### config.mk
export PLATFORM = sky130hd
export DESIGN_NAME = divider_unit
export DESIGN_NICKNAME = d
export VERILOG_FILES = /design/src/rtl/cpu_arith_pkg.sv /design/src/rtl/divider_step.sv /design/src/rtl/divider_unit.sv
export SDC_FILE = /design/constraint.sdc
export NUM_CORES = 1
export LEC_CHECK = 0
export CORE_MARGIN = 5
export CORE_UTILIZATION = 50
export CTS_BUF_LIST = sky130_fd_sc_hd__clkbuf_4
export DETAILED_ROUTE_END_ITERATION = 10
export PLACE_DENSITY = 0.71
export SETUP_SLACK_MARGIN = 0.05
export SLEW_MARGIN = 40
export SYNTH_ARGS = -nofsm -noshare
export SYNTH_HDL_FRONTEND = slang
export SYNTH_HIERARCHICAL = 1
export SYNTH_SLANG_ARGS = --single-unit
### constraint.sdc
create_clock -name clock -period 6.83 [get_ports clock]
set_clock_uncertainty 0.2 [all_clocks]
set_input_delay 1.0245 -clock clock [delete_from_list [all_inputs] [get_ports clock]]
set_output_delay 1.0245 -clock clock [all_outputs]
set_load 0.05 [all_outputs]
### src/rtl/cpu_arith_pkg.sv
// rtl/cpu_arith_pkg.sv - shared arithmetic types and helpers for the execute stage
package cpu_arith_pkg;

  // Default operand width of the execute-stage arithmetic units.
  localparam int ARITH_W = 32;

  // Widest operand abs_val handles; callers extend their operands to this width.
  localparam int ARITH_MAX_W = 64;

  typedef logic [ARITH_MAX_W-1:0] arith_wide_t;

  typedef enum logic [1:0] {
    IDLE,
    RUN,
    FIX
  } div_state_t;

  // Magnitude of a (sign-extended) operand; the most negative value maps to
  // its own bit pattern, which is the correct unsigned magnitude once truncated.
  function automatic arith_wide_t abs_val(input arith_wide_t value, input logic is_signed);
    return (is_signed && value[ARITH_MAX_W-1]) ? -value : value;
  endfunction

endpackage

### src/rtl/divider_step.sv
// rtl/divider_step.sv - one combinational non-restoring division step
module divider_step #(
  parameter int WIDTH = 32
) (
  input  logic [WIDTH-1:0] rem_low,   // partial remainder without its sign bit
  input  logic             prev_neg,  // sign bit of the partial remainder
  input  logic             dvd_bit,   // next dividend bit shifted in
  input  logic [WIDTH-1:0] divisor,   // divisor magnitude
  output logic [WIDTH:0]   rem_next,
  output logic             q_bit
);

  logic [WIDTH:0] shifted;
  logic [WIDTH:0] dvs_ext;

  // Shift in the next dividend bit, then subtract when the remainder was
  // non-negative or add back when it was negative; the result always fits
  // WIDTH+1 bits even though the shifted intermediate may wrap.
  always_comb begin
    shifted  = {rem_low, dvd_bit};
    dvs_ext  = {1'b0, divisor};
    rem_next = prev_neg ? (shifted + dvs_ext) : (shifted - dvs_ext);
    q_bit    = ~rem_next[WIDTH];
  end

endmodule

### src/rtl/divider_unit.sv
// rtl/divider_unit.sv - iterative signed/unsigned divider; DIVIDER_DBZ_FAST_EN shortcuts zero divisors
module divider_unit
  import cpu_arith_pkg::*;
#(
  parameter int WIDTH = ARITH_W,
  parameter int CNT_W = $clog2(WIDTH)
) (
  input  logic             clock,
  input  logic             reset,
  input  logic             start,
  input  logic             is_signed,
  input  logic [WIDTH-1:0] dividend,
  input  logic [WIDTH-1:0] divisor,
  output logic [WIDTH-1:0] q,
  output logic [WIDTH-1:0] r,
  output logic             busy,
  output logic             done,
  output logic             dbz
);

  div_state_t       state;
  logic [CNT_W-1:0] count;
  logic [WIDTH:0]   rem;
  logic [WIDTH-1:0] q_work;   // dividend bits shift out the top, quotient bits in the bottom
  logic [WIDTH-1:0] dvs_mag;
  logic             q_neg;
  logic             r_neg;

  arith_wide_t      dvd_ext;
  arith_wide_t      dvs_ext;
  logic [WIDTH-1:0] dvd_mag_in;
  logic [WIDTH-1:0] dvs_mag_in;
  logic [WIDTH:0]   step_rem;
  logic             step_q;
  logic [WIDTH-1:0] r_mag;
  logic [WIDTH-1:0] q_fixed;
  logic [WIDTH-1:0] r_fixed;

  // Operand magnitudes: sign-extend only in signed mode, then take abs_val.
  always_comb begin
    dvd_ext             = {ARITH_MAX_W{is_signed & dividend[WIDTH-1]}};
    dvd_ext[WIDTH-1:0]  = dividend;
    dvs_ext             = {ARITH_MAX_W{is_signed & divisor[WIDTH-1]}};
    dvs_ext[WIDTH-1:0]  = divisor;
    dvd_mag_in          = WIDTH'(abs_val(dvd_ext, is_signed));
    dvs_mag_in          = WIDTH'(abs_val(dvs_ext, is_signed));
  end

  divider_step #(
    .WIDTH (WIDTH)
  ) u_step (
    .rem_low  (rem[WIDTH-1:0]),
    .prev_neg (rem[WIDTH]),
    .dvd_bit  (q_work[WIDTH-1]),
    .divisor  (dvs_mag),
    .rem_next (step_rem),
    .q_bit    (step_q)
  );

  // Final correction: restore a negative remainder, then apply operand signs.
  always_comb begin
    r_mag   = rem[WIDTH-1:0] + (rem[WIDTH] ? dvs_mag : '0);
    q_fixed = q_neg ? -q_work : q_work;
    r_fixed = r_neg ? -r_mag : r_mag;
`ifdef DIVIDER_DBZ_FAST_EN
    if (dvs_mag == '0) begin
      q_fixed = '1;
      r_fixed = q_work;
    end
`endif
  end

  // Control FSM: accept, iterate WIDTH steps, fix up and publish registered results.
  always_ff @(posedge clock or negedge reset) begin
    if (!reset) begin
      state   <= IDLE;
      count   <= '0;
      rem     <= '0;
      q_work  <= '0;
      dvs_mag <= '0;
      q_neg   <= 1'b0;
      r_neg   <= 1'b0;
      q       <= '0;
      r       <= '0;
      busy    <= 1'b0;
      done    <= 1'b0;
      dbz     <= 1'b0;
    end else begin
      done <= 1'b0;
      case (state)
        IDLE: begin
          if (start) begin
            q_work  <= dvd_mag_in;
            dvs_mag <= dvs_mag_in;
            q_neg   <= is_signed & (dividend[WIDTH-1] ^ divisor[WIDTH-1]);
            r_neg   <= is_signed & dividend[WIDTH-1];
            rem     <= '0;
            count   <= '0;
            busy    <= 1'b1;
            state   <= RUN;
`ifdef DIVIDER_DBZ_FAST_EN
            // Zero divisor: keep the raw dividend for r and skip the iteration.
            if (divisor == '0) begin
              q_work <= dividend;
              state  <= FIX;
            end
`endif
          end
        end
        RUN: begin
          rem    <= step_rem;
          q_work <= {q_work[WIDTH-2:0], step_q};
          if (count == CNT_W'(WIDTH - 1)) begin
            count <= '0;
            state <= FIX;
          end else begin
            count <= count + 1'b1;
          end
        end
        FIX: begin
          q     <= q_fixed;
          r     <= r_fixed;
          dbz   <= (dvs_mag == '0);
          busy  <= 1'b0;
          done  <= 1'b1;
          state <= IDLE;
        end
        default: state <= IDLE;
      endcase
    end
  end

endmodule

Word-level counts from Yosys, hierarchy flattened --
Cells that the tools add are included.
Operators by class: $add $sub $neg 8, multiply operators 0, div/mod/pow operators 0, magnitude comparators 0, equal/unequal tests 5, shift operators 0, mux-type cells 19, bitwise logic cells 5, reductions and logical operators 10
Operator list (number):
- $mux 32 | 6
- $neg 32->32 | 4
- $mux 33 | 2
- $pmux 33 s2 | 1
- $pmux 32 s2 | 1
- $add 33x32->33 | 1
- $sub 33x32->33 | 1
- $add 32x32->32 | 1
- $logic_not 32->1 | 1
- $mux 5 | 2
- $pmux 5 s2 | 1
- $reduce_and 2->1 | 4
- $add 5x1->5 const B | 1
- $eq 5x5->1 const B | 1
- $mux 2 | 2
- $ne 2x2->1 const B | 2
- $pmux 2 s2 | 1
- $reduce_bool 2->1 | 2
- $and 1x1->1 | 3
- $eq 2x1->1 const B | 1
- $eq 2x2->1 const B | 1
- $logic_and 1x1->1 | 2
- $logic_not 2->1 | 1
- $mux 1 | 2
- other kinds (3) | 3
Storage, ports and cells: register bits after elaboration 173, bits in latches 0, bits in writable memories 0, memory bits (read-only) 0, input bits 68, output and inout bits 67, logic and storage cells 59, memories 0

Depth between registers and ports, before layout --
Gate-level depths: netlist of the first run.
word-level depth 5, mapped depth 20

Cells and area by module --
The synthesis of the first run kept the hierarchy.
By module, submodules not included:
- divider_unit | instances 1, cells each 1364, area an instance 11365.9 µm², seq. area each 4329.2 µm²
- divider_step | instances 1, cells each 326, area an instance 2309.7 µm², seq. area each 0.0 µm²

Least setup slack after synthesis of the first run --
No wires, ideal clock.
kind register to register, start point reg dvs_mag[4], end point reg q_work[0], setup time 0.126 ns, arrival time 3.949 ns, data required time 6.504 ns, slack 2.555 ns, stages on the path, launching flop included 18, path buffers 0, period minus slack after synthesis 4.275 ns, path through dfrtp_1 > or3_4 > nand4b_4 > nor4_2 > and3b_1 > and2_1 > nor2_1 > xnor2_1 > ha_1 > a211oi_1 > o21ai_0 > a221oi_1 > o211ai_1 > a31oi_1 > o21ai_0 > a21o_1 > xor2_1 > a221o_1
On the way: longest elaborated chain between the ends 4
Ends and longest elaborated chain:
- start: declaration | RTL line divider_unit.sv:25 | logic [WIDTH-1:0] dvs_mag;
- start signal: assignment | RTL line divider_unit.sv:94 | dvs_mag <= dvs_mag_in;
- $sub 33x32->33 or $add 33x32->33 (tied branches) | RTL line divider_step.sv:22 | rem_next = prev_neg ? (shifted + dvs_ext) : (shifted - dvs_ext);
- $mux 33 * | RTL line divider_step.sv:22
- $not 1->1 * | RTL line divider_step.sv:23 | q_bit = ~rem_next[WIDTH];
- named net step_q | RTL line divider_unit.sv:34 | logic step_q;
- $pmux 32 s2 * | RTL line divider_unit.sv:90 | case (state)
- end signal: assignment | RTL line divider_unit.sv:93 | q_work <= dvd_mag_in;
- end signal: assignment | RTL line divider_unit.sv:112 | q_work <= {q_work[WIDTH-2:0], step_q};
- end: declaration | RTL line divider_unit.sv:24 | logic [WIDTH-1:0] q_work;
Mark *: on every way through the listed nets, which the timed path passes. The rest lies on a longest branch. A chain may end at the register's enable or synchronous reset.

Final worst setup path of the first run --
start point reg rem[32], end point reg r[28]
On the way: longest elaborated chain between the ends 4
Ends and longest elaborated chain:
- start: declaration | RTL line divider_unit.sv:23 | logic [WIDTH:0] rem;
- start signal: assignment | RTL line divider_unit.sv:111 | rem <= step_rem;
- $mux 32 * | RTL line divider_unit.sv:62 | r_mag = rem[WIDTH-1:0] + (rem[WIDTH] ? dvs_mag : '0);
- $add 32x32->32 * | RTL line divider_unit.sv:62
- $neg 32->32 | RTL line divider_unit.sv:64 | r_fixed = r_neg ? -r_mag : r_mag;
- $mux 32 * | RTL line divider_unit.sv:64
- end signal: assignment | RTL line divider_unit.sv:122 | r <= r_fixed;
- end: declaration | RTL line divider_unit.sv:15 | output logic [WIDTH-1:0] r,
Mark *: on every way between the ends. The rest lies on a longest branch, timed or not.

==> metrics.md, run 1 <==
| Metric | Value |
|---|---|
| Post-CTS Setup Inserts | 0 |
| Worst Reg-to-Reg Cells | 14 |
| Seq/Total Area, Yosys | a little under a third |
| Final core utilization | 57.75% |
| Run status | completed |
| Post-cts resize count | 0 |
| Most common cell after layout, fill and taps aside | nand2_1 |
| Syn_area_per_cell | 8.092 sq um |
| Proportion of layout cells with a drive suffix above 1 | 4.533% |
| Post-Route WL | 36850 um |
| Max_cap viols | 0 |
| Critical path arrival | 5.17 ns |
| Ys flop type | dfrtp_1 |
| Final Max Slew Viols | 0 |
| Largest family of logic cells by synthesized area | compound AO/OA/AOI/OAI gates |
| Critical Path Sink Type | flop |
| Vias in the first global route | 11580 |
| Post-synth top area share | a little under a third |
| Total gr overflow | 0 |
| Ports | about 140 |
| Clock slew at reported path FFs | around 0.19 ns |
| Clock net sink count | 173 |
| DR iter-0 viols | 1002 |
| Pin count of the biggest net entering global routing | 85 |
| Crit Reg-Reg Endpoint | r[28] |
| Hold WC Path Type | input pin to asynchronous set/reset pin |
| Compound-Gate Fraction of Synth Area | 22.31% |
| DRC viols | 0 |
| R2R Setup Slk | 1.93 ns |
| Post-placement cell count | 2096 |
| Final hold viol count | 0 |
| Initial Utilization | between 50 and 60% |
| DR pass1 iterations | 5 |
| Commonest non-fill, non-tap cells in the layout | 261 x nand2_1, 188 x o21ai_0, 171 x dfrtp_1, 133 x clkdlybuf4s50_1, 112 x a21oi_1 |
| TritonCTS Buffers | 17 |
| Via Count | 12520 |
| Yosys top cell by area | dfrtp_1 |
| Yosys warning total | 6 |
| Asr flop ratio synth | 100.0% |
| Synth cell types | 83 |
| DR WL/cell | 17.31 um |
| Synth area leaders | dfrtp_1 32%, nand2_1 7.2%, xor2_1 7.0% |
| Tcrit/Tclk final | a little under three quarters |
| Die area | 0.03076 sq mm |
| Post-synthesis mux area share | 0.8509% |
| RePlAce Congestion | between 0.9 and 1 |
| Final TNS setup | 0 ns |
| RSZ-0062 raised after global routing | false |
| Post-Layout Cell Count | 2129 |
| Root Driver | clkbuf_4 |
| DRT antenna net count | 0 |
| Post-DP HPWL | 28290 um |
| Die Ht | 175.4 um |
| Critical path launch point type | flop |
| Xor/xnor share of the synthesized area | 13.01% |
| Area of the core | 0.02695 sq mm |
| Area growth from synthesis to layout | 13.81% |
| Peak fanout along the critical path | 24 |
| Syn nets | 1831 |
| Worst relative slew slack | a little under half |
| Fin crit period | 4.897 ns |
| Die W | 175.4 um |
| Via density | 5.881 |
| Layout Nets | 1915 |
| Type of the worst setup path | flop to flop |
| CP required | around 7.1 ns |
| Syn Std Cell Area | 0.01368 sq mm |
| CTS tree | yes |
| Global Route Usage Sum | 23.38% |
| H-Tree Level Count | 4 |
| Worst-Skew Late Latency | 0.60 ns |
| Highest Clock Rate | 204.2 MHz |
| Initial antenna violation count | 2 |
| Slew of the pin with the lowest slew margin | just under 0.8 ns |
| #FFs+latches synth | 173 |
| Global-route wire length before repair | about 60000 um |
| EDFF count, synth | 0 |
| Port buffer count | 134 |
| Cell Rows | 60 |
| Worst R2R Start | rem[32] |
| Final setup fails | 0 |
| CTS max path bufs | 2 |
| Gate Count Post-Synth | 1690 |
| CTS Hold Bufs | 0 |
| Simple-Gate Fraction of Synth Area | 21.97% |
| Post-Synth Adder-Cell Area | between 6 and 7% |
-- cells by family (layout without fill, tap and decap cells) --
logic type,Yosys count,after routing
buf+inv,122,219
xor+xnor,201,201
other cells,0,1
flops,173,173
simple gates,619,619
mux,11,11
compound gates,491,491
fa+ha+maj,73,73
-- critical path, stage by stage, from the launching register on --
cell and delay [ns]:
dfrtp_1 0.61, buf_4 0.31, and2_1 0.17, ha_1 0.21, fa_1 0.44, a21oi_1 0.26
o221ai_2 0.23, a21oi_4 0.31, o21ai_1 0.16, o21ai_1 0.31, xor2_1 0.40, nand4b_1 0.38
o41ai_1 0.42, xor2_1 0.11, mux2_2 0.27
-- layout make-up --
type | instances | area (sq um)
fillers | 2538 | 11390
multi-input cells | 1395 | 8907
flip-flops and latches | 173 | 4332
repair buffers | 144 | 1425
well taps | 341 | 426.7
clock inverters | 14 | 175.2
inverters | 43 | 161.4
clock buffers | 18 | 135.1
diodes | 1 | 2.502
-- metal layers --
layer / wire length [um] / vias to the layer above / GRT usage, %
met5: 0 / - / 0
met4: 434 / 0 / 4.910
met3: 2070 / 30 / 2.712
met2: 16510 / 356 / 37.18
met1: 17840 / 5905 / 34.55
li1: - / 6229 / -
-- registers in the layout, summed over array words and instances, names as in the netlist --
signal / flops
dbz: 1
done: 1
state: 2
q_neg: 1
dvs_mag: 32
q_work: 32
busy: 1
count: 5
q: 32
r: 32
rem: 33
r_neg: 1
-- cell usage after synthesis, drive strengths merged (3+ instances only) --
cell type / instances
or3: 19
a22oi: 31
and3b: 3
a221o: 4
xor2: 109
a31oi: 16
o41ai: 13
and4: 5
nor2b: 8
nor2: 97
nand4: 18
o21a: 4
clkbuf: 67
a211oi: 11
xnor2: 92
o21bai: 10
nand2b: 10
o22ai: 4
nor4: 23
a21oi: 114
buf: 12
nor3b: 6
nand3: 55
or4: 12
ha: 71
mux2: 5
mux2i: 6
inv: 43
o21ai: 196
nor3: 34
and2: 45
a21o: 17
o211ai: 12
o31ai: 29
dfrtp: 173
or2: 6
nand2: 263
a2111oi: 5
and3: 8
-- how the worst max path moves through the flow --
stage / startpoint / end
final: rem[32] / r[28]
after global routing: rem[32] / r[28]
after CTS: rem[32] / r[28]
after detailed placement: rem[32] / r[28]
after global placement: rem[32] / r[28]
after floorplan: dvs_mag[4] / q_work[0]
-- stage by stage --
step / area (sq um) / setup slack (ns) / hold slack (ns)
2_1_floorplan: 13680 / 2.555 / 0.2637
3_3_place_gp: 15230 / 2.116 / 0.2599
3_5_place_dp: 15240 / 1.982 / 0.2694
4_1_cts: 15550 / 1.942 / 0.1297
5_1_grt: 15560 / 1.611 / 0.1637
6_report: 15560 / 1.933 / 0.1462
Power of run 1 is left out: the tool's default activity adds up to more than one toggle a clock period on the data nets, which glitch-free logic cannot reach.
==> run 2, diff against run 1 <==
--- a/config.mk
+++ b/config.mk
@@ -9,7 +9,7 @@
 export CORE_UTILIZATION = 50
 export CTS_BUF_LIST = sky130_fd_sc_hd__clkbuf_4
 export DETAILED_ROUTE_END_ITERATION = 10
-export PLACE_DENSITY = 0.71
+export PLACE_DENSITY = 0.74
 export SETUP_SLACK_MARGIN = 0.05
 export SLEW_MARGIN = 40
 export SYNTH_ARGS = -nofsm -noshare
==> constraint.sdc (replaced) <==
create_clock -name clock -period 4.35 [get_ports clock]
set_clock_uncertainty 0.2 [all_clocks]
set_input_delay 0.6525 -clock clock [delete_from_list [all_inputs] [get_ports clock]]
set_output_delay 0.6525 -clock clock [all_outputs]
set_load 0.05 [all_outputs]
==> run 2 against run 1 <==
Against the previous run:
- the run now ends with setup timing left
- first-iteration DRC count fell by 1.8%
- register-to-register slack got worse by 2.0 ns
- core utilization rose by 3.1 points
- design area rose by 5.4%
- hold slack improved by 0.15 ns
- via count rose by 3.6%
- setup slack got worse by 2.0 ns
- fmax rose by 11%
- wire length rose by 4.6%
- flip-flop and latch count did not move
==> metrics.md, run 2 (synthesis results as in run 1) <==
| Metric | Value |
|---|---|
| Max FFs per register | 33 |
| Failing checks | setup timing |
| Critical-path top delay cell | or3_4 |
| DR WL/cell | 17.39 um |
| Crit Reg-Reg Endpoint | q_work[0] |
| Number of cells on the worst hold path | 2 |
| Most common cell after layout, fill and taps aside | nand2_1 |
| RSZ-0062 raised after global routing | true |
| Clock slew at reported path FFs | 0.16 ns |
| Post-DP HPWL | 29680 um |
| Run status | complete, but fails checks |
| Worst R2R Start | dvs_mag[3] |
| Peak fanout along the critical path | 3 |
| Proportion of layout cells with a drive suffix above 1 | 10.29% |
| DR pass1 iterations | 8 |
| Worst Reg-to-Reg Cells | 18 |
| Total gr overflow | 0 |
| DRC viols | 0 |
| H-Tree Level Count | 4 |
| Initial Utilization | 50.74% |
| Die W | around 180 um |
| Max_cap viols | 0 |
| Design Area, Final | about 0.016 sq mm |
| DR iter-0 viols | 984 |
| Pin count of the biggest net entering global routing | 90 |
| Slew of the pin with the lowest slew margin | 0.7636 ns |
| Cell Rows | 60 |
| Worst-Skew Late Latency | 0.59 ns |
| Die area | 0.03076 sq mm |
| Layout Nets | 2003 |
| Register with the most flip-flops | rem |
| Cell Area, Placed | 0.01582 sq mm |
| Cell Chain, Critical Path | or3_4 > nor4_4 > nand2_2 > nor4_4 > buf_4 > a31oi_1 > xor2_1 > ha_2 > nor3_2 > nor2_1 > a221oi_2 > buf_4 > o211ai_1 > a31oi_1 > o21ai_1 > a21o_1 > xor2_1 > a221o_1 |
| Die Ht | 175.4 um |
| Global-route wire length before repair | 62230 um |
| Global Route Usage Sum | 24.32% |
| Area growth from synthesis to layout | 19.97% |
| Commonest non-fill, non-tap cells in the layout | 260 x nand2_1, 184 x o21ai_0, 171 x dfrtp_1, 133 x clkdlybuf4s50_1, 109 x xor2_1 |
| Hold WC Path Type | flop to flop |
| Vias in the first global route | 12200 |
| Type of the worst setup path | flop to flop |
| Crit path buffers/inverters | 2 |
| TritonCTS Buffers | 17 |
| Fin crit period | around 4.4 ns |
| Final Max Slew Viols | 0 |
| Critical path launch point type | flop |
| Top delay family on crit path | simple AND/OR/NAND/NOR gates |
| Clock net sink count | 173 |
| CTS tree | yes |
| Root Driver | clkbuf_4 |
| RePlAce Congestion | about 0.93 |
| Worst relative slew slack | 48.97% |
| Via Count | 12970 |
| Post-Route WL | 38550 um |
| Tcrit/Tclk final | 101.8% |
| Final core utilization | 60.88% |
| CTS max path bufs | 2 |
| Port buffer count | ~130 |
| Via density | 5.849 |
| Initial antenna violation count | 1 |
| Highest Clock Rate | 225.9 MHz |
| R2R Setup Slk | -0.08 ns |
| Crit-path max cell delay | 0.42 ns |
| Ports | about 140 |
| CP endpoint | q_work[0] |
| Final WS setup | -0.07739 ns |
| Hold WS | 0.2955 ns |
| Critical Path Source | dvs_mag[3] |
| Critical Path Sink Type | flop |
| DRT antenna net count | 0 |
| CP required | ~4.6 ns |
| Area of the core | 0.02695 sq mm |
| Critical path depth | 18 |
| Final hold viol count | 0 |
| Critical path arrival | 4.69 ns |
| Final setup fails | 1 |
run 2: changes by cell type in the layout (fill, tap and decap cells not counted), sizes merged:
cell         previous run  this run
clkbuf                 18        19
buf                    11        97
clkinv                  8         7
bufinv                  0         1
dlygate4sd3             0         1
clkinvlp                0         1
inv                    49        48
run 2: metal layers:
metal | part of all wire, % | GRT usage (%) | up-vias
li1 | - | - | 6398
met1 | 48 | 36.07 | 6120
met4 | 1.9 | 6.023 | 0
met5 | 0 | 0 | -
met2 | 44 | 37.96 | 399
met3 | 5.6 | 2.970 | 50
run 2: stage by stage:
step	worst slack (ns)	std cells	setup TNS, ns
global route	-0.2540	2217	-1.069
global placement	0.08257	2171	0
CTS	0.03266	2206	0
finish	-0.07739	2217	-0.07739
detailed placement	-0.005941	2171	-0.005941
floorplan	0.07540	1690	0
run 2: layout make-up:
| cell class | instances | area [sq um] |
|---|---|---|
| Multi-Input combinational cell | 1395 | 9076 |
| Inverter | 43 | 161.4 |
| Antenna cell | 1 | 2.502 |
| Timing Repair Buffer | 232 | 2096 |
| Clock buffer | 18 | 135.1 |
| Sequential cell | 173 | 4332 |
| Fill cell | 2455 | 10540 |
| Tap cell | 341 | 426.7 |
| Clock inverter | 14 | 177.7 |
run 2: repair_timing:
action / in CTS / in global routing
pin swaps: 4 / 29
cloned: 0 / 0
endpoints found under the hold margin: 85 / 0
hold buffers: 1 / 0
buffers inserted: 2 / 11
gates resized for setup: 4 / 34
setup endpoints to repair: 2 / 20
run 2: worst min-delay path by stage:
stage          endpoint  slack [ns]  start
6_report           r[5]        0.30   r[5]
5_1_grt           q[12]        0.32  q[12]
4_1_cts            r[5]        0.30   r[5]
3_5_place_dp       r[5]        0.27   r[5]
3_3_place_gp       r[5]        0.26   r[5]
2_1_floorplan      busy        0.16  reset
run 2: worst min-delay path: cells and delay by family (launching register included):
kind             cells  cell delay [ns]
flip-flops           1             0.37
AND/OR/NAND/NOR      1             0.05
AO/OA/AOI/OAI        1             0.06
Power of run 2 is left out for the same reason.
